`src/rtl/bus_drvr_fifo_if.sv`:
```
// Per-driver bus endpoint: host-fed TX FIFO toward the arbiter and an
// ID-filtered RX FIFO from the bus toward the host.

module bus_drvr_fifo_if_fifo #(
  parameter int bits  = 32,
  parameter int depth = 8
) (
  input  logic                     clk,
  input  logic                     reset,
  input  logic                     wr,
  input  logic [bits-1:0]          wdata,
  input  logic                     rd,
  output logic [bits-1:0]          rdata,
  output logic [$clog2(depth):0]   count
);

  localparam int AW = $clog2(depth);
  localparam int CW = AW + 1;

  logic [bits-1:0] mem [depth];
  logic [AW-1:0]   wr_ptr_reg;
  logic [AW-1:0]   rd_ptr_reg;
  logic [CW-1:0]   count_reg;
  logic            empty;
  logic            full;
  logic            rd_ok;
  logic            wr_ok;

  assign empty = (count_reg == '0);
  assign full  = (count_reg == CW'(depth));
  assign rd_ok = rd && !empty;
  // A write into a full FIFO is accepted only when the head leaves in the same cycle.
  assign wr_ok = wr && (!full || rd_ok);

  assign rdata = empty ? '0 : mem[rd_ptr_reg];
  assign count = count_reg;

  always_ff @(posedge clk) begin
    if (wr_ok) begin
      mem[wr_ptr_reg] <= wdata;
    end
  end

  always_ff @(posedge clk or negedge reset) begin
    if (!reset) begin
      wr_ptr_reg <= '0;
      rd_ptr_reg <= '0;
      count_reg  <= '0;
    end else begin
      if (wr_ok) begin
        wr_ptr_reg <= wr_ptr_reg + 1'b1;
      end
      if (rd_ok) begin
        rd_ptr_reg <= rd_ptr_reg + 1'b1;
      end
      case ({wr_ok, rd_ok})
        2'b10:   count_reg <= count_reg + 1'b1;
        2'b01:   count_reg <= count_reg - 1'b1;
        default: count_reg <= count_reg;
      endcase
    end
  end

endmodule

module bus_drvr_fifo_if #(
  parameter int         bits      = 32,
  parameter int         depth     = 8,
  parameter logic [7:0] id        = 8'd0,
  parameter logic [7:0] broadcast = 8'hFF
) (
  input  logic                   clk,
  input  logic                   reset,
  input  logic                   tx_wr,
  input  logic [bits-1:0]        tx_data,
  output logic                   tx_full,
  output logic [$clog2(depth):0] tx_count,
  output logic                   pndng,
  output logic [bits-1:0]        D_pop,
  input  logic                   pop,
  input  logic                   push,
  input  logic [bits-1:0]        D_push,
  input  logic                   rx_rd,
  output logic [bits-1:0]        rx_data,
  output logic                   rx_empty,
  output logic                   rx_drop,
  output logic                   rx_ovf
);

  localparam int CW = $clog2(depth) + 1;

  logic [CW-1:0] rx_count;
  logic [7:0]    rx_dest;
  logic          rx_match;
  logic          rx_full;
  logic          rx_drop_reg;
  logic          rx_ovf_reg;

  bus_drvr_fifo_if_fifo #(.bits(bits), .depth(depth)) u_tx_fifo (
    .clk   (clk),
    .reset (reset),
    .wr    (tx_wr),
    .wdata (tx_data),
    .rd    (pop),
    .rdata (D_pop),
    .count (tx_count)
  );

  assign tx_full = (tx_count == CW'(depth));
  assign pndng   = (tx_count != '0);

  assign rx_dest  = D_push[bits-1 -: 8];
  assign rx_match = push && ((rx_dest == id) || (rx_dest == broadcast));

  bus_drvr_fifo_if_fifo #(.bits(bits), .depth(depth)) u_rx_fifo (
    .clk   (clk),
    .reset (reset),
    .wr    (rx_match),
    .wdata (D_push),
    .rd    (rx_rd),
    .rdata (rx_data),
    .count (rx_count)
  );

  assign rx_empty = (rx_count == '0);
  assign rx_full  = (rx_count == CW'(depth));

  // A matching packet is lost only when RX is full and the host does not free a slot.
  always_ff @(posedge clk or negedge reset) begin
    if (!reset) begin
      rx_drop_reg <= 1'b0;
      rx_ovf_reg  <= 1'b0;
    end else begin
      rx_drop_reg <= rx_match && rx_full && !rx_rd;
      if (rx_match && rx_full && !rx_rd) begin
        rx_ovf_reg <= 1'b1;
      end
    end
  end

  assign rx_drop = rx_drop_reg;
  assign rx_ovf  = rx_ovf_reg;

endmodule
```
`config.mk`:
```
export PLATFORM = sky130hd
export DESIGN_NAME = bus_drvr_fifo_if
export DESIGN_NICKNAME = d
export VERILOG_FILES = /design/src/rtl/bus_drvr_fifo_if.sv
export SDC_FILE = /design/constraint.sdc
export NUM_CORES = 1
export LEC_CHECK = 0
export BUFFER_PORTS_ARGS = -buffer_cell sky130_fd_sc_hd__buf_2
export CORE_ASPECT_RATIO = 0.7
export CORE_MARGIN = 4
export CORE_UTILIZATION = 45
export DETAILED_ROUTE_END_ITERATION = 16
export PLACE_DENSITY_LB_ADDON = 0.05
export SLEW_MARGIN = 20
export SYNTH_ARGS = -nofsm -noshare
export SYNTH_HDL_FRONTEND = slang
export SYNTH_SLANG_ARGS = --single-unit
```
`constraint.sdc`:
```
create_clock -name clk -period 4.55 [get_ports clk]
set_input_delay 0.6825 -clock clk [delete_from_list [all_inputs] [get_ports clk]]
set_output_delay 0.6825 -clock clk [all_outputs]
set_load 0.1 [all_outputs]
```
==> impl_metrics.toml, run 1 <==
[worst_setup_path]
arrival_ns = 2.98
endpoint_kind = "output pin"
crit_path_start_kind = "flop"
reg2regPathDepth = 10
critPathKind = "flop to output pin"
path_max_fanout = 40
worstPathRequired_ns = 3.87

[detailed_routing]
drt_iter0_markers = 828
vias_per_cell = 5.475
drtAntennaViolNets = 0
drtPass1Iterations = 5
routed_wl_mm = 42.35
routedWlPerCell_microns = 24.08
drcViolationCount = 0
num_vias = 9630

[global_route]
use_met3_pct = 3.300
grt_use_met2_pct = 26.01
antenna_found_initial = 2
grt_pass1_vias = 10090
overflow = 0
gr-usage-met1_pct = 26.06
grt_max_degree = 49
top_usage_layer = "met1"
grt_usage_pct = 17.09
grt_pass1_wl_mm = 63.78

[cts]
clk_pin_slew_ns = 0.06
htree_levels = 2
cts_tree = "done"
cts_buffer_depth = 3
cts_hold_buffers = 0
cts_root_buf = "clkbuf_16"
postCtsSetupBuffers = 0
cts_buffers = 51
numClockSinks = 534
postCtsResizedCells = 0
worst_skew_pair.late_latency_ns = 0.56

[floorplanning]
start_util_pct = 45.71
rows = 65
die_h_microns = 187.3
die_x_microns = 264.2
core_region_area_sq_um = 45220
io_pins = 143
die_area_sq_um = 49480

[sta]
rsz0062_at_grt = "no"
setup_viol = 0
min_period_ns = 3.661
slew_violations = 0
relSlewSlack_pct = 27.96
fin_skew_ns = 0.01592
worst_pin_slew_ns = 1.081
finalHoldViolations = 0
fmax_mhz = 273.2
hold_ws_ns = 0.1051
period_share_pct = 80.45

[layout]
area_growth_pct = 15.48
reg.largest.list = "u_rx_fifo.mem: 256 flops, u_tx_fifo.mem: 256 flops"
final_util_pct = 52.79
layout-drive-gt1-share_pct = 34.69
antenna_cells = 0
fin_area_sq_um = 23870
nNetsFinal = 1198

[placement]
place_congestion = 0.6872
postPlaceCellArea_sq_um = 22310
io_buffers = 142
hpwl_mm = 23.01

[synth]
synth_cells = 940
ys_seq_area_share_pct = 77.05
yosysWarningCount = 0
yosysMostFrequentCell = "edfxtp_1"
synth_edf_count = 512
avgSynthCellArea_sq_um = 21.99
async_flop_share_pct = 4.120
synthTopCellsByArea = "edfxtp_1 74%, mux4_2 14%, mux2i_1 3.1%, dfrtp_1 2.7%, nor2_1 1.3%"
netlist_top_cells_count = "512 x edfxtp_1, 128 x mux4_2, 70 x nor2_1, 64 x mux2i_1, 22 x dfrtp_1"
yosysTopAreaCell = "edfxtp_1"
synth_fp_nets = 1020
synth_area_sq_um = 20670
dominantRegCellSynth = "edfxtp_1"
synth-seq-cells = 534
synth.top_cell.area_share_pct = 74.38
synth_cell_types = 45

[status]
status = "completed"

[hold_path]
min_path_type = "primary input to async pin"

[job]
maxCapViolations = 0
-- placed cells by master (no fill, tap or decap), types with 6 or more instances in the layout --
cell / count
edfxtp_1: 512
buf_2: 142
mux4_2: 128
nor2_1: 67
mux2i_1: 64
clkbuf_16: 53
buf_4: 27
dfrtp_1: 16
clkbuf_1: 14
clkinv_1: 11
nand2_1: 10
ha_1: 10
xor2_1: 9
xnor2_1: 9
clkinv_2: 8
nor3_2: 6
-- per-stage QoR --
stage          std cells  TNS [ns]  setup WS (ns)
3_5_place_dp        1668         0          1.255
3_3_place_gp        1668         0          1.235
6_report            1759         0         0.8893
2_1_floorplan        940   -142.26        -0.9409
5_1_grt             1759         0         0.7234
4_1_cts             1759         0         0.8077
-- worst max-delay path, cell delays in order, from the launching register on --
cell	delay, ns
dfrtp_2	1.07
buf_4	0.40
mux4_2	0.24
mux2i_1	0.08
nor2_1	0.17
buf_2	0.46
-- cell type report --
cell class | count | area, sq um
multi-input cells | 354 | 4629
clock buffers | 69 | 1406
fillers | 3619 | 21350
well taps | 603 | 754.5
repair buffers | 172 | 973.4
flip-flops and latches | 534 | 15940
clock inverters | 22 | 148.9
inverters | 5 | 18.77
-- cell families after synthesis --
family | Yosys count | share of synthesized area (%)
buffers and inverters | 52 | 1.108
XOR/XNOR | 18 | 0.7628
flip-flops | 534 | 77.05
multiplexers | 197 | 17.32
adder cells (fa/ha/maj) | 10 | 0.6053
AND/OR/NAND/NOR | 117 | 2.742
AO/OA/AOI/OAI | 12 | 0.4177
-- metal layers --
layer,vias to the layer above,wire length (microns)
met1,5149,20130
met4,2,765
met2,179,19630
met5,-,13
li1,4240,-
met3,60,1822
-- path summary, 6_finish.rpt --
| path | startpoint | to | slack (ns) |
|---|---|---|---|
| worst max-delay path | u_tx_fifo.rd_ptr_reg[1] | D_pop[24] | 0.89 |
| worst min-delay path | reset | rx_drop | 0.11 |
| worst max register to register | u_rx_fifo.count[2] | u_rx_fifo.count[2] | 1.71 |
| worst min register to register | rx_ovf | rx_ovf | 0.48 |
| max in group asynchronous | reset | u_tx_fifo.rd_ptr_reg[0] | 4.02 |
| min in group clk | tx_data[11] | u_tx_fifo.mem[0][11] | 0.38 |
Power of run 1 is not shown: default switching activity piles up to over one toggle a cycle in this logic, so the estimate is an artifact.
==> run 2: changes to the inputs <==
Settings changed: ABC_AREA set to 1.
Clock period 4.55 ns to 3.1 ns, I/O delays scaled along.
==> run 2 against run 1 <==
Effect of this change:
- routed wire length increased by 19%
- non-clock buffer count increased by 17
- via count increased by 38%
- area after synthesis increased by 4.2%
- clock skew decreased by 0.0042 ns
- global-route usage increased by 2.0 points
- flip-flop and latch count unchanged
- synthesized cell count increased by 80%
- highest routed layer unchanged
==> impl_metrics.toml, run 2 <==
[worst_setup_path]
critPathKind = "flop to output pin"
arrival_ns = 2.50
worstPathRequired_ns = 2.63
reg2regPathDepth = 11
endpoint_kind = "output pin"
path_max_fanout = 23
crit_path_start_kind = "flop"

[floorplanning]
rows = 66
die_h_microns = 191.1
die_area_sq_um = 51500
core_region_area_sq_um = 46910
die_x_microns = 269.5
io_pins = 143
start_util_pct = 45.93

[sta]
fin_skew_ns = 0.01169
worst_pin_slew_ns = 0.7976
layout_setup_ws_ns = 0.1322
fmax_mhz = 336.9
setup_viol = 0
relSlewSlack_pct = 46.83
min_period_ns = 2.968
period_share_pct = 95.74
finalHoldViolations = 0
slew_violations = 0
rsz0062_at_grt = "yes"

[layout]
n_fill_cell = 3931
area_growth_pct = 18.97
layout.cells.non_filler = 2488
reg.largest.list = "u_rx_fifo.mem: 256 flops, u_tx_fifo.mem: 256 flops"
layout-drive-gt1-share_pct = 18.13
final_common_cell = "edfxtp_1"
nNetsFinal = 1916
layout_common_cells = "512 x edfxtp_1, 418 x nor2_1, 208 x o21ai_0"
fin_area_sq_um = 25630

[cts]
htree_levels = 2
cts_tree = "done"
cts_buffers = 52
worst_skew_pair.late_latency_ns = 0.56
numClockSinks = 534
cts_root_buf = "clkbuf_16"
clk_pin_slew_ns = 0.06
cts_buffer_depth = 3

[synth]
ys_seq_area_share_pct = 73.92
netlist_top_cells_count = "512 x edfxtp_1, 469 x nor2_1, 208 x o21ai_0, 118 x nand2_1, 64 x o22ai_1"
synth-compound-area-share_pct = 10.54
synth_edf_count = 512
synth_fp_nets = 1775
synth.top_cell.area_share_pct = 71.36
synth_top_family_by_area = "simple AND/OR/NAND/NOR gates"
yosys.area_share.simple_pct = 11.11
synth_area_sq_um = 21540
yosysWarningCount = 0
synthTopCellsByArea = "edfxtp_1 71%, nor2_1 8.2%, o21ai_0 4.8%, dfrtp_1 2.6%, nand2_1 2.1%"
avgSynthCellArea_sq_um = 12.71
synth_cell_types = 31
yosys.area_share.xor_xnor_pct = 0.4472
yosysMostFrequentCell = "edfxtp_1"
dominantRegCellSynth = "edfxtp_1"
yosysTopAreaCell = "edfxtp_1"
synth_mux_area_share_pct = 0
synthAdderAreaFrac_pct = 0.5808
synth-seq-cells = 534
async_flop_share_pct = 4.120
synth_cells = 1695

[detailed_routing]
drt_iter0_markers = 1033
drtAntennaViolNets = 0
routed_wl_mm = 50.21
drcViolationCount = 0
num_vias = 13310
vias_per_cell = 5.351
routedWlPerCell_microns = 20.18
drtPass1Iterations = 5

[hold_path]
min_path_type = "primary input to flop"
whs_path_depth = 1

[global_route]
overflow = 0
grt_usage_pct = 19.11
grt_pass1_wl_mm = 77.48
antenna_found_initial = 2
grt_pass1_vias = 13150
grt_max_degree = 83

[placement]
dp.cells = 2391
pre_cts_ws_ns = 0.5052
place_congestion = 0.7753
io_buffers = 142
hpwl_mm = 26.72
postPlaceCellArea_sq_um = 23930

[job]
maxCapViolations = 0

[status]
status = "completed"
==> run 2: cell count changes in the layout (fill, tap and decap cells not counted), moves of 20 or more <==
cell / delta
nor2_1: +351
inv_1: +20
o21ai_1: +53
nor2_4: +22
buf_2: -58
nand2_1: +108
o22ai_1: +63
o21ai_0: +207
buf_12: +62
mux4_2: -128
mux2i_1: -64
o211ai_1: +53
nor2_2: +35
==> run 2: final timing paths <==
kind	startpoint	to	slack, ns
min	tx_data[2]	u_tx_fifo.mem[2][2]	0.17
min in group asynchronous	reset	u_tx_fifo.count[3]	0.43
min reg2reg	rx_ovf	rx_ovf	0.48
max	u_tx_fifo.rd_ptr_reg[0]	D_pop[22]	0.13
max reg2reg	u_rx_fifo.count[1]	u_rx_fifo.count[2]	0.83
max in group asynchronous	reset	u_rx_fifo.rd_ptr_reg[0]	2.24
==> run 2: worst max-delay path, cell delays in order, from the launching register on <==
cell and delay (ns):
dfrtp_4 0.60, buf_4 0.33, o21ai_0 0.15, o22ai_1 0.18
nor2_1 0.09, nor2_4 0.15, buf_2 0.43
==> run 2: area by class of cell <==
type | count | area, sq um | share of cell area, %
Antenna cell | 1 | 2.502 | 0.009763
Sequential cell | 534 | 15940 | 62.19
Timing Repair Buffer | 189 | 2083 | 8.128
Inverter | 26 | 106.4 | 0.4149
Tap cell | 612 | 765.7 | 2.987
Multi-Input combinational cell | 1033 | 5145 | 20.07
Clock inverter | 19 | 163.9 | 0.6395
Clock buffer | 74 | 1425 | 5.560
==> run 2: kinds of logic (layout without fill, tap and decap cells) <==
kind of cell             Yosys count  in the layout
other                              0              1
XOR/XNOR                          11             11
adder cells (fa/ha/maj)           10             10
flip-flops                       534            534
AO/OA/AOI/OAI                    394            394
buffers and inverters            128            308
AND/OR/NAND/NOR                  618            618
==> run 2: metrics by stage <==
step                setup TNS, ns  util [%]  hold WS [ns]
floorplan                  -56.19         -        0.1694
global placement                0     51.03        0.4549
detailed placement              0     51.03        0.4733
CTS                             0     54.48        0.1380
global route                    0     54.65        0.1561
finish                          0     54.65        0.1714
==> run 2: layer usage <==
layer | up-vias | wire, microns | GRT usage (%)
li1 | 6392 | - | -
met1 | 6593 | 24290 | 28.94
met2 | 265 | 23000 | 29.81
met3 | 62 | 2238 | 2.873
met4 | 2 | 676 | 3.676
met5 | - | 13 | 0
==> run 2: what timing repair did <==
item / 4_1_cts / 5_1_grt
setup endpoints to repair: 18 / 42
hold buffers: 1 / 0
endpoints found under the hold margin: 22 / 0
pin swaps: 0 / 0
gates resized for setup: 8 / 15
setup buffers: 0 / 2
Power of run 2 is left out for the same reason.
